## config.mk

```make
export PLATFORM = sky130hd
export DESIGN_NAME = pattern_pwm_multi_flat
export DESIGN_NICKNAME = d
export VERILOG_FILES = /design/src/rtl/pattern_pwm_multi_pkg.sv /design/src/rtl/pattern_pwm_multi_if.sv /design/src/rtl/pattern_pwm_multi_ch.sv /design/src/rtl/pattern_pwm_multi.sv /design/src/flat_wrapper.sv
export SDC_FILE = /design/constraint.sdc
export NUM_CORES = 2
export LEC_CHECK = 0
export ABC_AREA = 1
export BUFFER_PORTS_ARGS = -buffer_cell sky130_fd_sc_hd__buf_2
export CELL_PAD_IN_SITES_DETAIL_PLACEMENT = 0
export CELL_PAD_IN_SITES_GLOBAL_PLACEMENT = 1
export CORE_ASPECT_RATIO = 0.7
export CORE_MARGIN = 10
export CORE_UTILIZATION = 46
export DETAILED_ROUTE_END_ITERATION = 8
export GPL_ROUTABILITY_DRIVEN = 0
export PLACE_DENSITY = 0.9
export SLEW_MARGIN = 20
export SYNTH_ARGS = -nofsm -noshare
export SYNTH_HDL_FRONTEND = slang
export SYNTH_SLANG_ARGS = --single-unit
```

## constraint.sdc

```tcl
create_clock -name i_sys_clk -period 3.9 [get_ports i_sys_clk]
set_input_delay 0.39 -clock i_sys_clk [delete_from_list [all_inputs] [get_ports i_sys_clk]]
set_output_delay 0.39 -clock i_sys_clk [all_outputs]
set_load 0.05 [all_outputs]
```

## src/rtl/pattern_pwm_multi_pkg.sv

```systemverilog
// Shared constants, FSM encoding and helpers for pattern_pwm_multi.
// Defining PATTERN_PWM_PHASE_EN widens cfg_addr and adds the per-channel start phase delay.
package pattern_pwm_multi_pkg;

  localparam int unsigned DefNumCh    = 8;
  localparam int unsigned DefPatWidth = 16;
  localparam int unsigned DefDutyW    = 8;
  localparam int unsigned DefDessW    = 16;
  localparam int unsigned DefPnumW    = 8;

  localparam int unsigned CfgDataW = 16;
`ifdef PATTERN_PWM_PHASE_EN
  localparam int unsigned CfgAddrW = 3;
`else
  localparam int unsigned CfgAddrW = 2;
`endif

  localparam int unsigned CfgDuty  = 0;
  localparam int unsigned CfgDess  = 1;
  localparam int unsigned CfgPnum  = 2;
  localparam int unsigned CfgPat   = 3;
  localparam int unsigned CfgPhase = 4;

  typedef enum logic [1:0] {
    StIdle  = 2'd0,
    StRun   = 2'd1,
    StDone  = 2'd2,
    StPhase = 2'd3
  } ch_state_e;

  function automatic int unsigned ch_width(int unsigned n);
    return (n > 1) ? $clog2(n) : 1;
  endfunction

endpackage

```

## src/rtl/pattern_pwm_multi_if.sv

```systemverilog
// Config strobes, start/stop pulses and per-channel status between the packet decoder and
// pattern_pwm_multi.
interface pattern_pwm_multi_if import pattern_pwm_multi_pkg::*; #(
  parameter int unsigned NUM_CH = DefNumCh,
  parameter int unsigned CH_W   = ch_width(NUM_CH)
) ();

  logic [NUM_CH-1:0]   start;
  logic [NUM_CH-1:0]   stop;
  logic                cfg_wr;
  logic [CH_W-1:0]     cfg_ch;
  logic [CfgAddrW-1:0] cfg_addr;
  logic [CfgDataW-1:0] cfg_wdata;
  logic [NUM_CH-1:0]   pwm_out;
  logic [NUM_CH-1:0]   busy;
  logic [NUM_CH-1:0]   valid;

  modport master (
    output start, stop, cfg_wr, cfg_ch, cfg_addr, cfg_wdata,
    input  pwm_out, busy, valid
  );

  modport slave (
    input  start, stop, cfg_wr, cfg_ch, cfg_addr, cfg_wdata,
    output pwm_out, busy, valid
  );

endinterface

```

## src/rtl/pattern_pwm_multi_ch.sv

```systemverilog
// One pattern PWM channel: shadow/active config, slot/bit/pattern counters and run FSM.
// With PATTERN_PWM_PHASE_EN a programmable idle-but-busy delay precedes the first slot.
module pattern_pwm_multi_ch import pattern_pwm_multi_pkg::*; #(
  parameter int unsigned PAT_W  = DefPatWidth,
  parameter int unsigned DUTY_W = DefDutyW,
  parameter int unsigned DESS_W = DefDessW,
  parameter int unsigned PNUM_W = DefPnumW
) (
  input  logic                i_clk,
  input  logic                i_rst_n,
  input  logic                i_start,
  input  logic                i_stop,
  input  logic                i_wr_en,
  input  logic [CfgAddrW-1:0] i_cfg_addr,
  input  logic [CfgDataW-1:0] i_cfg_wdata,
  output logic                o_pwm,
  output logic                o_busy,
  output logic                o_valid
);

  localparam int unsigned SlotW = DESS_W + 1;
  localparam int unsigned IdxW  = (PAT_W > 1) ? $clog2(PAT_W) : 1;

  logic [DUTY_W-1:0] r_sh_duty, w_sh_duty_d, r_duty;
  logic [DESS_W-1:0] r_sh_dess, w_sh_dess_d, r_dess;
  logic [PNUM_W-1:0] r_sh_pnum, w_sh_pnum_d, r_pnum;
  logic [PAT_W-1:0]  r_sh_pat, w_sh_pat_d, r_pat;
`ifdef PATTERN_PWM_PHASE_EN
  logic [DESS_W-1:0] r_sh_phase, w_sh_phase_d;
`endif

  ch_state_e         r_state, w_state_d;
  logic [SlotW-1:0]  r_cyc, w_cyc_d, w_cyc_inc, w_len;
  logic [IdxW-1:0]   r_slot, w_slot_d, w_slot_inc;
  logic [PNUM_W-1:0] r_pcnt, w_pcnt_d;
  logic              r_pwm, w_pwm_d;
  logic              w_load, w_last_cyc, w_last_slot, w_last_pat, w_first_bit;

  // A write landing in the same cycle as a start/boundary is forwarded into the active copy.
  always_comb begin
    w_sh_duty_d  = r_sh_duty;
    w_sh_dess_d  = r_sh_dess;
    w_sh_pnum_d  = r_sh_pnum;
    w_sh_pat_d   = r_sh_pat;
`ifdef PATTERN_PWM_PHASE_EN
    w_sh_phase_d = r_sh_phase;
`endif
    if (i_wr_en) begin
      case (i_cfg_addr)
        CfgAddrW'(CfgDuty):  w_sh_duty_d  = i_cfg_wdata[DUTY_W-1:0];
        CfgAddrW'(CfgDess):  w_sh_dess_d  = i_cfg_wdata[DESS_W-1:0];
        CfgAddrW'(CfgPnum):  w_sh_pnum_d  = i_cfg_wdata[PNUM_W-1:0];
        CfgAddrW'(CfgPat):   w_sh_pat_d   = i_cfg_wdata[PAT_W-1:0];
`ifdef PATTERN_PWM_PHASE_EN
        CfgAddrW'(CfgPhase): w_sh_phase_d = i_cfg_wdata[DESS_W-1:0];
`endif
        default: ;
      endcase
    end
  end

  assign w_len       = SlotW'(r_duty) + SlotW'(r_dess);
  assign w_cyc_inc   = r_cyc + SlotW'(1);
  assign w_last_cyc  = (w_len == '0) || (w_cyc_inc == w_len);
  assign w_slot_inc  = r_slot + IdxW'(1);
  assign w_last_slot = (r_slot == IdxW'(PAT_W - 1));
  assign w_last_pat  = (r_pnum != '0) && ((r_pcnt + PNUM_W'(1)) == r_pnum);
  assign w_first_bit = w_sh_pat_d[0] && (w_sh_duty_d != '0);

  always_comb begin
    w_state_d = r_state;
    w_cyc_d   = r_cyc;
    w_slot_d  = r_slot;
    w_pcnt_d  = r_pcnt;
    w_pwm_d   = 1'b0;
    w_load    = 1'b0;
    unique case (r_state)
      StIdle: begin
        if (i_start && !i_stop) begin
          w_load   = 1'b1;
          w_cyc_d  = '0;
          w_slot_d = '0;
          w_pcnt_d = '0;
`ifdef PATTERN_PWM_PHASE_EN
          if (w_sh_phase_d != '0) begin
            w_state_d = StPhase;
            w_cyc_d   = SlotW'(w_sh_phase_d) - SlotW'(1);
          end else begin
            w_state_d = StRun;
            w_pwm_d   = w_first_bit;
          end
`else
          w_state_d = StRun;
          w_pwm_d   = w_first_bit;
`endif
        end
      end
      StPhase: begin
        if (i_stop) begin
          w_state_d = StIdle;
        end else if (r_cyc == '0) begin
          w_state_d = StRun;
          w_pwm_d   = r_pat[0] && (r_duty != '0);
        end else begin
          w_cyc_d = r_cyc - SlotW'(1);
        end
      end
      StRun: begin
        if (i_stop) begin
          w_state_d = StIdle;
        end else if (!w_last_cyc) begin
          w_cyc_d = w_cyc_inc;
          w_pwm_d = r_pat[r_slot] && (w_cyc_inc < SlotW'(r_duty));
        end else if (!w_last_slot) begin
          w_cyc_d  = '0;
          w_slot_d = w_slot_inc;
          w_pwm_d  = r_pat[w_slot_inc] && (r_duty != '0);
        end else if (w_last_pat) begin
          w_state_d = StDone;
        end else begin
          // Pattern boundary: reload active config, infinite mode leaves the counter alone.
          w_load   = 1'b1;
          w_cyc_d  = '0;
          w_slot_d = '0;
          if (r_pnum != '0) w_pcnt_d = r_pcnt + PNUM_W'(1);
          w_pwm_d  = w_first_bit;
        end
      end
      StDone: w_state_d = StIdle;
      default: w_state_d = StIdle;
    endcase
  end

  always_ff @(posedge i_clk) begin
    if (!i_rst_n) begin
      r_sh_duty  <= '0;
      r_sh_dess  <= '0;
      r_sh_pnum  <= '0;
      r_sh_pat   <= '0;
`ifdef PATTERN_PWM_PHASE_EN
      r_sh_phase <= '0;
`endif
      r_duty     <= '0;
      r_dess     <= '0;
      r_pnum     <= '0;
      r_pat      <= '0;
      r_state    <= StIdle;
      r_cyc      <= '0;
      r_slot     <= '0;
      r_pcnt     <= '0;
      r_pwm      <= 1'b0;
    end else begin
      r_sh_duty  <= w_sh_duty_d;
      r_sh_dess  <= w_sh_dess_d;
      r_sh_pnum  <= w_sh_pnum_d;
      r_sh_pat   <= w_sh_pat_d;
`ifdef PATTERN_PWM_PHASE_EN
      r_sh_phase <= w_sh_phase_d;
`endif
      if (w_load) begin
        r_duty <= w_sh_duty_d;
        r_dess <= w_sh_dess_d;
        r_pnum <= w_sh_pnum_d;
        r_pat  <= w_sh_pat_d;
      end
      r_state <= w_state_d;
      r_cyc   <= w_cyc_d;
      r_slot  <= w_slot_d;
      r_pcnt  <= w_pcnt_d;
      r_pwm   <= w_pwm_d;
    end
  end

  assign o_pwm   = r_pwm;
  assign o_busy  = (r_state == StRun) || (r_state == StPhase);
  assign o_valid = (r_state == StDone);

endmodule

```

## src/rtl/pattern_pwm_multi.sv

```systemverilog
// NUM_CH-channel double-buffered pattern PWM engine; decodes cfg_ch into per-channel writes.
// Build option: PATTERN_PWM_PHASE_EN adds cfg_addr 4 (per-channel start phase delay).
module pattern_pwm_multi import pattern_pwm_multi_pkg::*; #(
  parameter int unsigned NUM_CH     = DefNumCh,
  parameter int unsigned _PAT_WIDTH = DefPatWidth,
  parameter int unsigned DUTY_W     = DefDutyW,
  parameter int unsigned DESS_W     = DefDessW,
  parameter int unsigned PNUM_W     = DefPnumW
) (
  input logic                i_sys_clk,
  input logic                i_sys_rst_n,
  pattern_pwm_multi_if.slave io_bus
);

  localparam int unsigned CH_W = ch_width(NUM_CH);

  logic [NUM_CH-1:0] w_wr_en;
  logic [NUM_CH-1:0] w_pwm;
  logic [NUM_CH-1:0] w_busy;
  logic [NUM_CH-1:0] w_valid;

  // Out-of-range cfg_ch values match no channel and are dropped.
  for (genvar g = 0; g < NUM_CH; g++) begin : g_ch
    assign w_wr_en[g] = io_bus.cfg_wr && (io_bus.cfg_ch == CH_W'(g));

    pattern_pwm_multi_ch #(
      .PAT_W  (_PAT_WIDTH),
      .DUTY_W (DUTY_W),
      .DESS_W (DESS_W),
      .PNUM_W (PNUM_W)
    ) u_ch (
      .i_clk       (i_sys_clk),
      .i_rst_n     (i_sys_rst_n),
      .i_start     (io_bus.start[g]),
      .i_stop      (io_bus.stop[g]),
      .i_wr_en     (w_wr_en[g]),
      .i_cfg_addr  (io_bus.cfg_addr),
      .i_cfg_wdata (io_bus.cfg_wdata),
      .o_pwm       (w_pwm[g]),
      .o_busy      (w_busy[g]),
      .o_valid     (w_valid[g])
    );
  end

  assign io_bus.pwm_out = w_pwm;
  assign io_bus.busy    = w_busy;
  assign io_bus.valid   = w_valid;

endmodule

```

## src/flat_wrapper.sv

```systemverilog
// flat-port wrapper written by rule: the top's interface ports become plain ports
module pattern_pwm_multi_flat import pattern_pwm_multi_pkg::*;
#(
  parameter int unsigned NUM_CH     = DefNumCh,
  parameter int unsigned _PAT_WIDTH = DefPatWidth,
  parameter int unsigned DUTY_W     = DefDutyW,
  parameter int unsigned DESS_W     = DefDessW,
  parameter int unsigned PNUM_W     = DefPnumW
)
  (i_sys_clk, i_sys_rst_n, io_bus_start, io_bus_stop, io_bus_cfg_wr, io_bus_cfg_ch, io_bus_cfg_addr, io_bus_cfg_wdata, io_bus_pwm_out, io_bus_busy, io_bus_valid);
  pattern_pwm_multi_if #(.NUM_CH(NUM_CH), .CH_W((ch_width((6))))) io_bus_i ();
  input logic i_sys_clk;
  input logic i_sys_rst_n;
  input wire logic [$bits(io_bus_i.start)-1:0] io_bus_start;
  input wire logic [$bits(io_bus_i.stop)-1:0] io_bus_stop;
  input wire logic [$bits(io_bus_i.cfg_wr)-1:0] io_bus_cfg_wr;
  input wire logic [$bits(io_bus_i.cfg_ch)-1:0] io_bus_cfg_ch;
  input wire logic [$bits(io_bus_i.cfg_addr)-1:0] io_bus_cfg_addr;
  input wire logic [$bits(io_bus_i.cfg_wdata)-1:0] io_bus_cfg_wdata;
  output wire logic [$bits(io_bus_i.pwm_out)-1:0] io_bus_pwm_out;
  output wire logic [$bits(io_bus_i.busy)-1:0] io_bus_busy;
  output wire logic [$bits(io_bus_i.valid)-1:0] io_bus_valid;
  assign io_bus_i.start = io_bus_start;
  assign io_bus_i.stop = io_bus_stop;
  assign io_bus_i.cfg_wr = io_bus_cfg_wr;
  assign io_bus_i.cfg_ch = io_bus_cfg_ch;
  assign io_bus_i.cfg_addr = io_bus_cfg_addr;
  assign io_bus_i.cfg_wdata = io_bus_cfg_wdata;
  assign io_bus_pwm_out = io_bus_i.pwm_out;
  assign io_bus_busy = io_bus_i.busy;
  assign io_bus_valid = io_bus_i.valid;
  pattern_pwm_multi #(.NUM_CH(NUM_CH), ._PAT_WIDTH(_PAT_WIDTH), .DUTY_W(DUTY_W), .DESS_W(DESS_W), .PNUM_W(PNUM_W)) u_core (.i_sys_clk(i_sys_clk), .i_sys_rst_n(i_sys_rst_n), .io_bus(io_bus_i));
endmodule
```

==> results_dict.tcl <==
set metrics [dict create \
    clock.fmax_mhz 278 \
    slowest_stage "dfxtp_1" \
    fillers 14763 \
    reg2reg_depth 17 \
    drt_first_iter_violations 8345 \
    grt_remaining_overflow 0 \
    grt_antenna_before_repair 23 \
    syn_to_final_growth_pct 7.51 \
    skew_ns 0.0370 \
    core.rowCount 116 \
    pre_cts_slack_ns 0.226 \
    place_hpwl_um 157000 \
    die_h_um 337 \
    cp-end-kind "flop" \
    p_leak_nw 32.1 \
    cpPeakStageDelay_ns 0.63 \
    syn_nets 11057 \
    r2r_slack_ns 0.30 \
    ioPinCount 64 \
    clk_pin_slew_ns 0.06 \
    drc 0 \
    multi_input_area_sq_um 37200 \
    setup_viol 0 \
    netlist_top_cells_area "dfxtp_1, nand2_1, nor2_1" \
    cts_made_buffers 104 \
    synth_cells 10849 \
    timing.rr.end "u_core.g_ch[6].u_ch.r_dess[0]" \
    routed_wl_um 216000 \
    holdPathEnd "u_core.g_ch[6].u_ch.r_state[1]" \
    nNetsFinal 10860 \
    reg2reg_from "u_core.g_ch[6].u_ch.r_cyc[0]" \
    drtPass1Iterations 6 \
    power_density_nw_per_um2 397 \
    cts_htree_levels 3 \
    yosys.area.top_type_share 0.310 \
    power_mw 28.3 \
    grt_pass1_vias 59776 \
    yosysSeqAreaShare 0.310 \
    ys_seq_elements 1024 \
    vias_per_cell 5.46 \
    maxSlewHeadroom 0.166 \
    grt_pass1_wl_um 338000 \
    drive_above_1_share 0.0572 \
    io_buffers 63 \
    maxCapViolations 0 \
    synth_cell_types 67 \
    grt_max_degree 220 \
    wl_per_cell_um 17.1 \
    crit_type "flop to flop" \
    vdd_drop_max_uv 373 \
    tightestPinTransition_ns 1.25 \
    clock_latency_ns 0.75 \
    synthFlopType "dfxtp_1" \
    cp_data_arrival_time_ns 4.24 \
    dieWidth_um 473 \
    hold_class "input port to flop" \
    critPathRequiredTime_ns 4.55 \
    synth_edf_count 0 \
    worst-path-max-fanout 35 \
    placeableCoreArea_sq_um 143000 \
    cts-root-buf "clkbuf_16" \
    startpoint_type "flop" \
    worstPathCellList "ha_1 > nand2_1 > nor2_2 > nand4_1 > nor2_1 > nand2_1 > xor2_1 > nand2_1 > nand2_1 > nor2_1 > nand3_2 > nand2_2 > nand2_1 > nand2_1 > buf_4 > nand2_1 > a21oi_1" \
    yosysTopAreaCell "dfxtp_1" \
    syn_area_sq_um 66200 \
    min_period_ns 3.60 \
    cts_tree "built" \
    status "finished, final reports clean" \
    holdBufCountCts 0 \
    hp-start "io_bus_stop[6]" \
    drv_slew 0 \
    num_vias 69020 \
    antenna_left 0 \
    regArea_sq_um 20500 \
    clock_path_buffers 3 \
    finalCritPeriodShare 0.922 \
    die_area_sq_um 160000 \
    rsz0062_at_grt "false" \
    grtUsageTotal 0.259 \
    initial_utilization 0.463 \
    min_path_cells 4 \
    timing.setup.tns_ns 0 \
    yosys_warnings 0 \
    syn_area_per_cell_sq_um 6.10 \
    timing.final.ws_setup_ns 0.302 \
    cpMostUsedCell "nand2_1" \
    hold_violations 0 \
    cts.sink_count 1024 \
    async_flop_share 0 \
]
-- flip-flops by register name, summed over array words and instances, names as in the netlist, 64 cells and up --
name and cells:
u_core.g_ch.u_ch.r_sh_pat 128, u_core.g_ch.u_ch.r_sh_dess 128, u_core.g_ch.u_ch.r_sh_duty 64, u_core.g_ch.u_ch.r_duty 64
u_core.g_ch.u_ch.r_sh_pnum 64, u_core.g_ch.u_ch.r_pcnt 64, u_core.g_ch.u_ch.r_cyc 136, u_core.g_ch.u_ch.r_pnum 64
u_core.g_ch.u_ch.r_pat 128, u_core.g_ch.u_ch.r_dess 128
-- cell usage after synthesis (9+ instances only) --
| cell type | n |
|---|---|
| a21oi_1 | 469 |
| a21oi_2 | 15 |
| a22oi_1 | 50 |
| a31oi_1 | 14 |
| and2_1 | 13 |
| buf_1 | 15 |
| buf_2 | 94 |
| buf_4 | 61 |
| buf_6 | 34 |
| clkbuf_1 | 271 |
| clkinv_1 | 15 |
| dfxtp_1 | 1024 |
| ha_1 | 160 |
| inv_1 | 1574 |
| inv_2 | 38 |
| nand2_1 | 2572 |
| nand2_2 | 52 |
| nand3_1 | 803 |
| nand3_2 | 17 |
| nand3b_1 | 30 |
| nand4_1 | 353 |
| nor2_1 | 1767 |
| nor2_2 | 53 |
| nor2_4 | 12 |
| nor3_1 | 102 |
| nor4_1 | 40 |
| o211ai_1 | 26 |
| o21a_1 | 9 |
| o21ai_0 | 599 |
| o21ai_1 | 32 |
| o21bai_1 | 51 |
| o22ai_1 | 211 |
| or2_2 | 31 |
| xnor2_1 | 38 |
| xor2_1 | 102 |
| xor2_2 | 11 |
-- through the flow --
stage | instance area (sq um) | util | std cells | hold slack [ns]
after floorplan | 66200 | - | 10849 | 0.439
after global placement | 67500 | 0.472 | 12431 | 0.449
after detailed placement | 67500 | 0.472 | 12431 | 0.453
after CTS | 71000 | 0.497 | 12618 | 0.00169
after global routing | 71100 | 0.497 | 12631 | 0.0426
final | 71100 | 0.498 | 12632 | 0.0435
-- per-layer routing --
| layer | global-route usage | share of wire | vias to the layer above |
|---|---|---|---|
| met5 | 0 | 0.000060 | - |
| met4 | 0.0672 | 0.026 | 2 |
| met3 | 0.0541 | 0.10 | 282 |
| met2 | 0.350 | 0.38 | 2822 |
| met1 | 0.404 | 0.49 | 31699 |
| li1 | - | - | 34215 |
-- worst max-delay path by stage --
| stage | from | to | slack [ns] | cells past startpoint |
|---|---|---|---|---|
| floorplan | u_core.g_ch[2].u_ch.r_duty[0] | u_core.g_ch[2].u_ch.r_cyc[12] | 0.94 | 22 |
| CTS | u_core.g_ch[2].u_ch.r_duty[0] | u_core.g_ch[2].u_ch.r_pat[13] | 0.22 | 20 |
| global route | u_core.g_ch[6].u_ch.r_cyc[0] | u_core.g_ch[6].u_ch.r_pcnt[0] | 0.005 | 16 |
| finish | u_core.g_ch[6].u_ch.r_cyc[0] | u_core.g_ch[6].u_ch.r_dess[0] | 0.30 | 17 |
| global placement | u_core.g_ch[2].u_ch.r_duty[0] | u_core.g_ch[2].u_ch.r_pat[14] | 0.35 | 21 |
| detailed placement | u_core.g_ch[2].u_ch.r_duty[0] | u_core.g_ch[2].u_ch.r_pat[13] | 0.23 | 20 |
-- final cells by class --
type / instances / area share
Multi-Input combinational cell: 7720 / 0.523
Sequential cell: 1024 / 0.288
Inverter: 1627 / 0.0861
Clock buffer: 151 / 0.0432
Tap cell: 1888 / 0.0332
Timing Repair Buffer: 174 / 0.0188
Clock inverter: 36 / 0.00684
Antenna cell: 11 / 0.000387
Timing Repair inverter: 1 / 0.000106
-- logic make-up after synthesis --
logic type	synth area share
simple gates	0.379
fa+ha+maj	0.0327
compound gates	0.128
flops	0.310
buf+inv	0.129
xor+xnor	0.0217
-- critical path, delay by kind of cell, from the launching register on --
| family | cells | cell delay (ns) |
|---|---|---|
| AOI/OAI and AO/OA | 1 | 0.20 |
| xor gates and xnor gates | 1 | 0.20 |
| adders and majority gates | 1 | 0.34 |
| buffers and inverters | 1 | 0.34 |
| DFF | 1 | 0.63 |
| and+or+nand+nor | 13 | 1.77 |
-- layout by cell type, fill, tap and decap left out, types with 50 or more instances in the layout --
cell type	count
inv_1	1573
dfxtp_1	1024
nor3_1	102
nand4_1	353
nor2_2	56
o22ai_1	211
nand3_1	801
nand2_1	2564
nor2_1	1764
buf_2	62
o21bai_1	51
a21oi_1	469
nand2_2	60
clkbuf_16	105
buf_4	96
o21ai_0	599
ha_1	160
a22oi_1	50
xor2_1	102
-- where the power goes --
group          internal [mW]  switching (mW)
clock                   6.06            4.59
combinational           1.87            4.22
sequential              10.9           0.591
-- timing repair --
| item | 4_1_cts | 5_1_grt |
|---|---|---|
| setup endpoints to repair | 0 | 152 |
| setup buffers | 0 | 2 |
| resized for setup | 0 | 14 |
No activity file was read; power rests on OpenSTA's default activity.
